`config.mk`:
```
export PLATFORM = sky130hd
export DESIGN_NAME = fir2d_phase_seq
export DESIGN_NICKNAME = d
export VERILOG_FILES = /design/src/rtl/fir2d_pkg.sv /design/src/rtl/modn_cnt.sv /design/src/rtl/fir2d_phase_seq.sv
export SDC_FILE = /design/constraint.sdc
export NUM_CORES = 1
export LEC_CHECK = 0
export CAP_MARGIN = 20
export CORE_MARGIN = 5
export CORE_UTILIZATION = 45
export DETAILED_ROUTE_END_ITERATION = 8
export PLACE_DENSITY = 0.77
export SETUP_SLACK_MARGIN = 0.1
export SLEW_MARGIN = 20
export SYNTH_ARGS = -nofsm -noshare
export SYNTH_HDL_FRONTEND = slang
export SYNTH_SLANG_ARGS = --single-unit
```
`constraint.sdc`:
```
create_clock -name clk -period 3.3 [get_ports clk]
set_input_delay 0.495 -clock clk [delete_from_list [all_inputs] [get_ports clk]]
set_output_delay 0.495 -clock clk [all_outputs]
set_load 0.005 [all_outputs]
```
`src/rtl/fir2d_pkg.sv`:
```
// Shared definitions for the 2D FIR phase sequencer and the tap-control
// decoder that consumes its phase code.
//   PHASE_W        width of the phase code bus
//   PHASE_LAST_DEF default final phase code of a sweep
//   state_e        sequencer FSM states
package fir2d_pkg;

  localparam int PHASE_W        = 4;
  localparam int PHASE_LAST_DEF = 15;

  typedef enum logic [1:0] {
    IDLE  = 2'd0,
    RUN   = 2'd1,
    FLUSH = 2'd2
  } state_e;

endpackage

```
`src/rtl/modn_cnt.sv`:
```
// Modulo-N counter with enable, synchronous clear and terminal flag.
//   clk, rst_n  clock, async active-low reset
//   clr         synchronous clear to 0 (priority over en)
//   en          advance by one, wrapping N-1 -> 0
//   cnt         current count
//   last        count is at N-1 (the next enabled step wraps)
module modn_cnt #(
  parameter int N = 8,
  parameter int W = (N > 1) ? $clog2(N) : 1
) (
  input  logic         clk,
  input  logic         rst_n,
  input  logic         clr,
  input  logic         en,
  output logic [W-1:0] cnt,
  output logic         last
);

  logic [W-1:0] cnt_q, cnt_d;

  assign last = (cnt_q == W'(N - 1));
  assign cnt  = cnt_q;

  always_comb begin
    cnt_d = cnt_q;
    if (clr)
      cnt_d = '0;
    else if (en)
      cnt_d = last ? '0 : cnt_q + W'(1);
  end

  always_ff @(posedge clk or negedge rst_n) begin
    if (!rst_n)
      cnt_q <= '0;
    else
      cnt_q <= cnt_d;
  end

endmodule

```
`src/rtl/fir2d_phase_seq.sv`:
```
// Pixel sequencer for the 2D FIR datapath. Accepts one pixel per handshake,
// sweeps the phase code 0..PHASE_LAST for it, tracks column/row, and issues
// FLUSH_PIX zero-data padding sweeps after the last pixel of a frame.
//   clk, rst_n           clock, async active-low reset
//   clr                  synchronous abort to IDLE with counters zeroed
//   in_valid/in_data     pixel offer; in_ready accepts
//   adv                  advance enable, 0 freezes everything
//   phase, phase_vld     phase code to the tap-control decoder
//   pix_data, pix_ld     latched pixel and its load pulse (aligned with phase 0)
//   pad                  current sweep is padding
//   col, row             position of the current sweep
//   frame_done           pulse on the final phase of the final flush sweep
//
// state | meaning
// IDLE  | waiting for a pixel, in_ready follows adv
// RUN   | sweeping a real pixel; back-to-back accept at the final phase
// FLUSH | sweeping zero padding after the last pixel of a frame
module fir2d_phase_seq
  import fir2d_pkg::*;
#(
  parameter int DW         = 8,
  parameter int IMG_W      = 8,
  parameter int IMG_H      = 8,
  parameter int PHASE_LAST = PHASE_LAST_DEF,
  parameter int FLUSH_PIX  = 2
) (
  input  logic                     clk,
  input  logic                     rst_n,
  input  logic                     clr,
  input  logic                     in_valid,
  input  logic [DW-1:0]            in_data,
  output logic                     in_ready,
  input  logic                     adv,
  output logic [PHASE_W-1:0]       phase,
  output logic                     phase_vld,
  output logic [DW-1:0]            pix_data,
  output logic                     pix_ld,
  output logic                     pad,
  output logic [$clog2(IMG_W)-1:0] col,
  output logic [$clog2(IMG_H)-1:0] row,
  output logic                     frame_done
);

  localparam int COL_W = $clog2(IMG_W);
  localparam int ROW_W = $clog2(IMG_H);
  localparam int FL_N  = (FLUSH_PIX > 0) ? FLUSH_PIX : 1;
  localparam int FL_W  = (FL_N > 1) ? $clog2(FL_N) : 1;
  localparam logic [PHASE_W-1:0] PH_LAST = PHASE_W'(PHASE_LAST);

  state_e               state_q, state_d;
  logic [PHASE_W-1:0]   phase_q, phase_d;
  logic [DW-1:0]        pix_data_q, pix_data_d;
  logic                 pix_ld_q, pix_ld_d;

  logic                 col_en, fl_en;
  logic                 col_last, row_last, fl_last;
  logic                 sweep_end, last_pix, accept;
  logic [FL_W-1:0]      fl_cnt_unused;

  // Only the terminal flag of the flush count drives any logic.
  modn_cnt #(.N(IMG_W), .W(COL_W)) u_col (
    .clk(clk), .rst_n(rst_n), .clr(clr), .en(col_en),
    .cnt(col), .last(col_last)
  );

  modn_cnt #(.N(IMG_H), .W(ROW_W)) u_row (
    .clk(clk), .rst_n(rst_n), .clr(clr), .en(col_en && col_last),
    .cnt(row), .last(row_last)
  );

  modn_cnt #(.N(FL_N), .W(FL_W)) u_flush (
    .clk(clk), .rst_n(rst_n), .clr(clr), .en(fl_en),
    .cnt(fl_cnt_unused), .last(fl_last)
  );

  assign sweep_end = adv && (phase_q == PH_LAST);
  assign last_pix  = col_last && row_last;

  // The last pixel of a frame never chains into another accept; the frame
  // either flushes or drops to IDLE first.
  assign in_ready = !clr && adv &&
                    ((state_q == IDLE) ||
                     (state_q == RUN && phase_q == PH_LAST && !last_pix));
  assign accept   = in_valid && in_ready;

  always_comb begin
    state_d    = state_q;
    phase_d    = phase_q;
    pix_data_d = pix_data_q;
    pix_ld_d   = 1'b0;
    col_en     = 1'b0;
    fl_en      = 1'b0;
    frame_done = 1'b0;

    if (clr) begin
      state_d    = IDLE;
      phase_d    = '0;
      pix_data_d = '0;
    end else begin
      case (state_q)
        IDLE: begin
          if (accept) begin
            state_d    = RUN;
            phase_d    = '0;
            pix_data_d = in_data;
            pix_ld_d   = 1'b1;
          end
        end
        RUN: begin
          if (sweep_end) begin
            col_en  = 1'b1;
            phase_d = '0;
            if (last_pix) begin
              if (FLUSH_PIX == 0) begin
                state_d    = IDLE;
                frame_done = 1'b1;
              end else begin
                state_d    = FLUSH;
                pix_data_d = '0;
              end
            end else if (accept) begin
              pix_data_d = in_data;
              pix_ld_d   = 1'b1;
            end else begin
              state_d = IDLE;
            end
          end else if (adv) begin
            phase_d = phase_q + PHASE_W'(1);
          end
        end
        FLUSH: begin
          if (sweep_end) begin
            fl_en   = 1'b1;
            phase_d = '0;
            if (fl_last) begin
              state_d    = IDLE;
              frame_done = 1'b1;
            end
          end else if (adv) begin
            phase_d = phase_q + PHASE_W'(1);
          end
        end
        default: state_d = IDLE;
      endcase
    end
  end

  always_ff @(posedge clk or negedge rst_n) begin
    if (!rst_n) begin
      state_q    <= IDLE;
      phase_q    <= '0;
      pix_data_q <= '0;
      pix_ld_q   <= 1'b0;
    end else begin
      state_q    <= state_d;
      phase_q    <= phase_d;
      pix_data_q <= pix_data_d;
      pix_ld_q   <= pix_ld_d;
    end
  end

  assign phase     = phase_q;
  assign phase_vld = (state_q != IDLE);
  assign pad       = (state_q == FLUSH);
  assign pix_data  = pix_data_q;
  assign pix_ld    = pix_ld_q;

endmodule

```
==> Implementation_results.wiki <==
{| class="wikitable"
! Metric !! Value
|-
| Kind of end point of the critical path || output pin
|-
| Seq/Total Area, Yosys || 0.4391
|-
| Most used flip-flop cell after synthesis || sky130_fd_sc_hd__dfrtp_1
|-
| Post-Place Setup Slack || 538.5 ps
|-
| TritonCTS clock tree || built
|-
| Core Box Area || approximately 2700 um2
|-
| Total nets after synthesis || 149
|-
| Clock buffers created by TritonCTS || 3
|-
| RSZ-0062 raised after global routing || no
|-
| Gpl congestion || just under 0.8
|-
| I/O pin count || 36
|-
| Post-CTS setup buffer count || 0
|-
| Biggest fanout along the worst timing path || 10
|-
| Starting density of the core || 0.4626
|-
| Total number of H-tree levels || 1
|-
| Max Slew Vio Count || 0
|-
| Count of yosys warnings during synthesis || 0
|-
| Count of buffer and inverter cells on the critical path || 2
|-
| Max-cap viol count || 0
|-
| Final routed wirelength across all metal layers || 3.183 mm
|-
| Number of synthesized flops with an enable pin || 0
|-
| Fraction of layout cells with a size suffix above 1 || 0.06707
|-
| Clock Path Buffers || 2
|-
| All-layer global routing usage || 0.1674
|-
| Setup-violating endpoint count in the final report || 0
|-
| Routed wire length per instance || 16.32 um
|-
| Dominant cells by area after synthesis || sky130_fd_sc_hd__dfrtp_1, sky130_fd_sc_hd__ha_1, sky130_fd_sc_hd__a21boi_0, sky130_fd_sc_hd__nand3_1, sky130_fd_sc_hd__o21ai_0
|-
| Routed via count || 1144
|-
| Fraction of synthesized cell area taken by the top area cell type || 0.4391
|-
| Antenna fix cells || 0
|-
| Crit path time final || about 2800 ps
|-
| Distinct cells, synth || 39
|-
| Most used standard cell by instance count after synthesis || sky130_fd_sc_hd__dfrtp_1
|-
| Async S/R FF share, synth || 1.000
|-
| Data arrival, critical path || 2260 ps
|-
| Vias in the first global route || 1156
|-
| Critical path's top delay family || buffers and inverters
|-
| Hold buffer count at cts || 0
|-
| CTS-repair resized insts || 0
|-
| Total congestion overflow || 0
|-
| Initial antenna violation count || 0
|-
| Clk sinks || 22
|-
| Slew margin rel. || 0.6549
|-
| Slew at the pin with the worst max-slew slack || a little over 500 ps
|-
| CP Launch Type || primary input
|-
| Kind of critical path || primary input to output pin
|-
| Number of buffers inserted by port buffering || 35
|-
| Maximum number of pins on one net before global-route repair || 23
|-
| CTS root buf || sky130_fd_sc_hd__clkbuf_4
|-
| Pre-Repair DR Iteration Count || 4
|-
| Setup slack of the critical path after layout || ~550 ps
|-
| Clock latency at the later pin of the worst-skew pair || 310 ps
|-
| Most repeated library cell on the critical path || sky130_fd_sc_hd__clkdlybuf4s50_1
|-
| Period utilization || 0.8342
|-
| Maximum VDD drop || 0.3579 mV
|-
| Utilization after layout || 0.6177
|-
| Area Growth Syn to Fin || 33.53%
|-
| Yosys top cell by area || sky130_fd_sc_hd__dfrtp_1
|-
| Crit path required time || 2800 ps
|-
| Initial drt markers || 27
|-
| Routed vias/inst || slightly below 6
|-
| DRC violation count after routing || 0
|-
| Outcome || finished clean
|-
| Worst setup path start || adv
|-
| Nets || 186
|-
| Beginning of the worst register-to-register path || phase[0]$_DFFE_PN0P_
|-
| Total negative setup slack || 0 ps
|-
| Final Hold Vio Count || 0
|-
| First-pass GRT wire length || about 5.4 mm
|-
| Post-synth design cell area || 1254 um2
|-
| Vertical die dimension || 62.78 um
|-
| Post-Synthesis Mean Instance Area || 9.795 um2
|-
| Post-synthesis cell count || 128
|-
| Final total power || about 740 uW
|-
| Longest individual stage delay on the worst path || between 500 and 600 ps
|-
| Area enclosed by the die boundary || around 3900 um2
|-
| Maximum frequency from static timing analysis || about 360 MHz
|-
| Detail Placement HPWL || 2.339 mm
|-
| Library cell contributing the largest single delay on the critical path || sky130_fd_sc_hd__clkdlybuf4s50_1
|-
| Ranking of synthesized cells by instance count || sky130_fd_sc_hd__dfrtp_1, sky130_fd_sc_hd__nand3_1, sky130_fd_sc_hd__o21ai_0
|-
| Total power per unit cell area || 443.5 nW/um2
|-
| Post-synthesis sequential element count || 22
|-
| Clock-pin slew of the registers on the worst-case setup and hold paths || 130 ps
|-
| Die Wd || around 63 um
|-
| Maximum clock skew at final layout || about 3.3 ps
|-
| Hold WC Path Type || primary input to async pin
|-
| Chain of cells forming the critical path || clkdlybuf4s50_1, and4_1, a31oi_1, nor2_1, clkdlybuf4s50_1
|-
| Static leakage power || 0.0007257 uW
|-
| Std cell rows || 19
|-
| Detail Route Antenna Nets || 0
|}
metrics by stage:
stage          cell area [um2]  instances  hold WS, ps
2_1_floorplan             1254        128        199.4
3_3_place_gp              1627        191        505.5
3_5_place_dp              1627        191        515.6
4_1_cts                   1679        195        554.1
5_1_grt                   1674        195        154.2
6_report                  1674        195        135.4
flip-flops by register name (all words and copies together), names as in the netlist:
register and cells:
u_flush.cnt 1, pix_ld 1, u_row.cnt 3, pix_data 8
phase 4, state_q 2, u_col.cnt 3
per-layer routing:
metal	global-route usage	part of all wire
met1	0.1836	0.39
met2	0.3109	0.57
met3	0.03597	0.038
met4	0.06101	0.0085
met5	0	0
final timing paths:
path / end / slack, ps / depth (start not counted)
max in group asynchronous: state_q[0]$_DFFE_PN0P_ / 2820 / 1
worst min register to register: state_q[0]$_DFFE_PN0P_ / 550 / 1
worst max-delay path: in_ready / 550 / 5
min in group clk: state_q[0]$_DFFE_PN0P_ / 550 / 1
worst min-delay path: u_row.cnt[0]$_DFFE_PN0P_ / 140 / 1
worst max register to register: state_q[0]$_DFFE_PN0P_ / 1370 / 5
layout make-up:
cell class	count	area, um2
Sequential cell	22	550.5
Clock inverter	1	30.03
Fill cell	237	1036
Inverter	4	15.01
Clock buffer	3	22.52
Tap cell	31	38.79
Timing Repair Buffer	36	352.8
Multi-Input combinational cell	98	664.4
power by group:
| group | total [uW] | switching [uW] | internal (uW) |
|---|---|---|---|
| registers | 303 | 14.4 | 289 |
| logic | 229 | 124 | 105 |
| clock network | 210 | 87.5 | 123 |
layout by cell type (no fill, tap or decap), types with 3 or more instances in the layout:
cell type and count:
sky130_fd_sc_hd__clkdlybuf4s50_1 34, sky130_fd_sc_hd__dfrtp_1 22, sky130_fd_sc_hd__a21oi_1 5, sky130_fd_sc_hd__o21ai_0 11, sky130_fd_sc_hd__nand3_1 11, sky130_fd_sc_hd__and2_1 3
sky130_fd_sc_hd__a21boi_0 9, sky130_fd_sc_hd__ha_1 8, sky130_fd_sc_hd__nand2_1 10, sky130_fd_sc_hd__inv_1 4, sky130_fd_sc_hd__nor2_1 7, sky130_fd_sc_hd__clkbuf_4 3
cells by family (layout without fill, tap and decap cells):
kind of cell,Yosys count,count (layout),share of synthesized area
buffers and inverters,8,44,0.03092
xor gates and xnor gates,1,1,0.006987
DFF,22,22,0.4391
AOI/OAI and AO/OA,41,41,0.2276
and+or+nand+nor,45,45,0.1906
adders and majority gates,8,8,0.07984
muxes,3,3,0.02495
No activity file was read; power rests on OpenSTA's default activity.
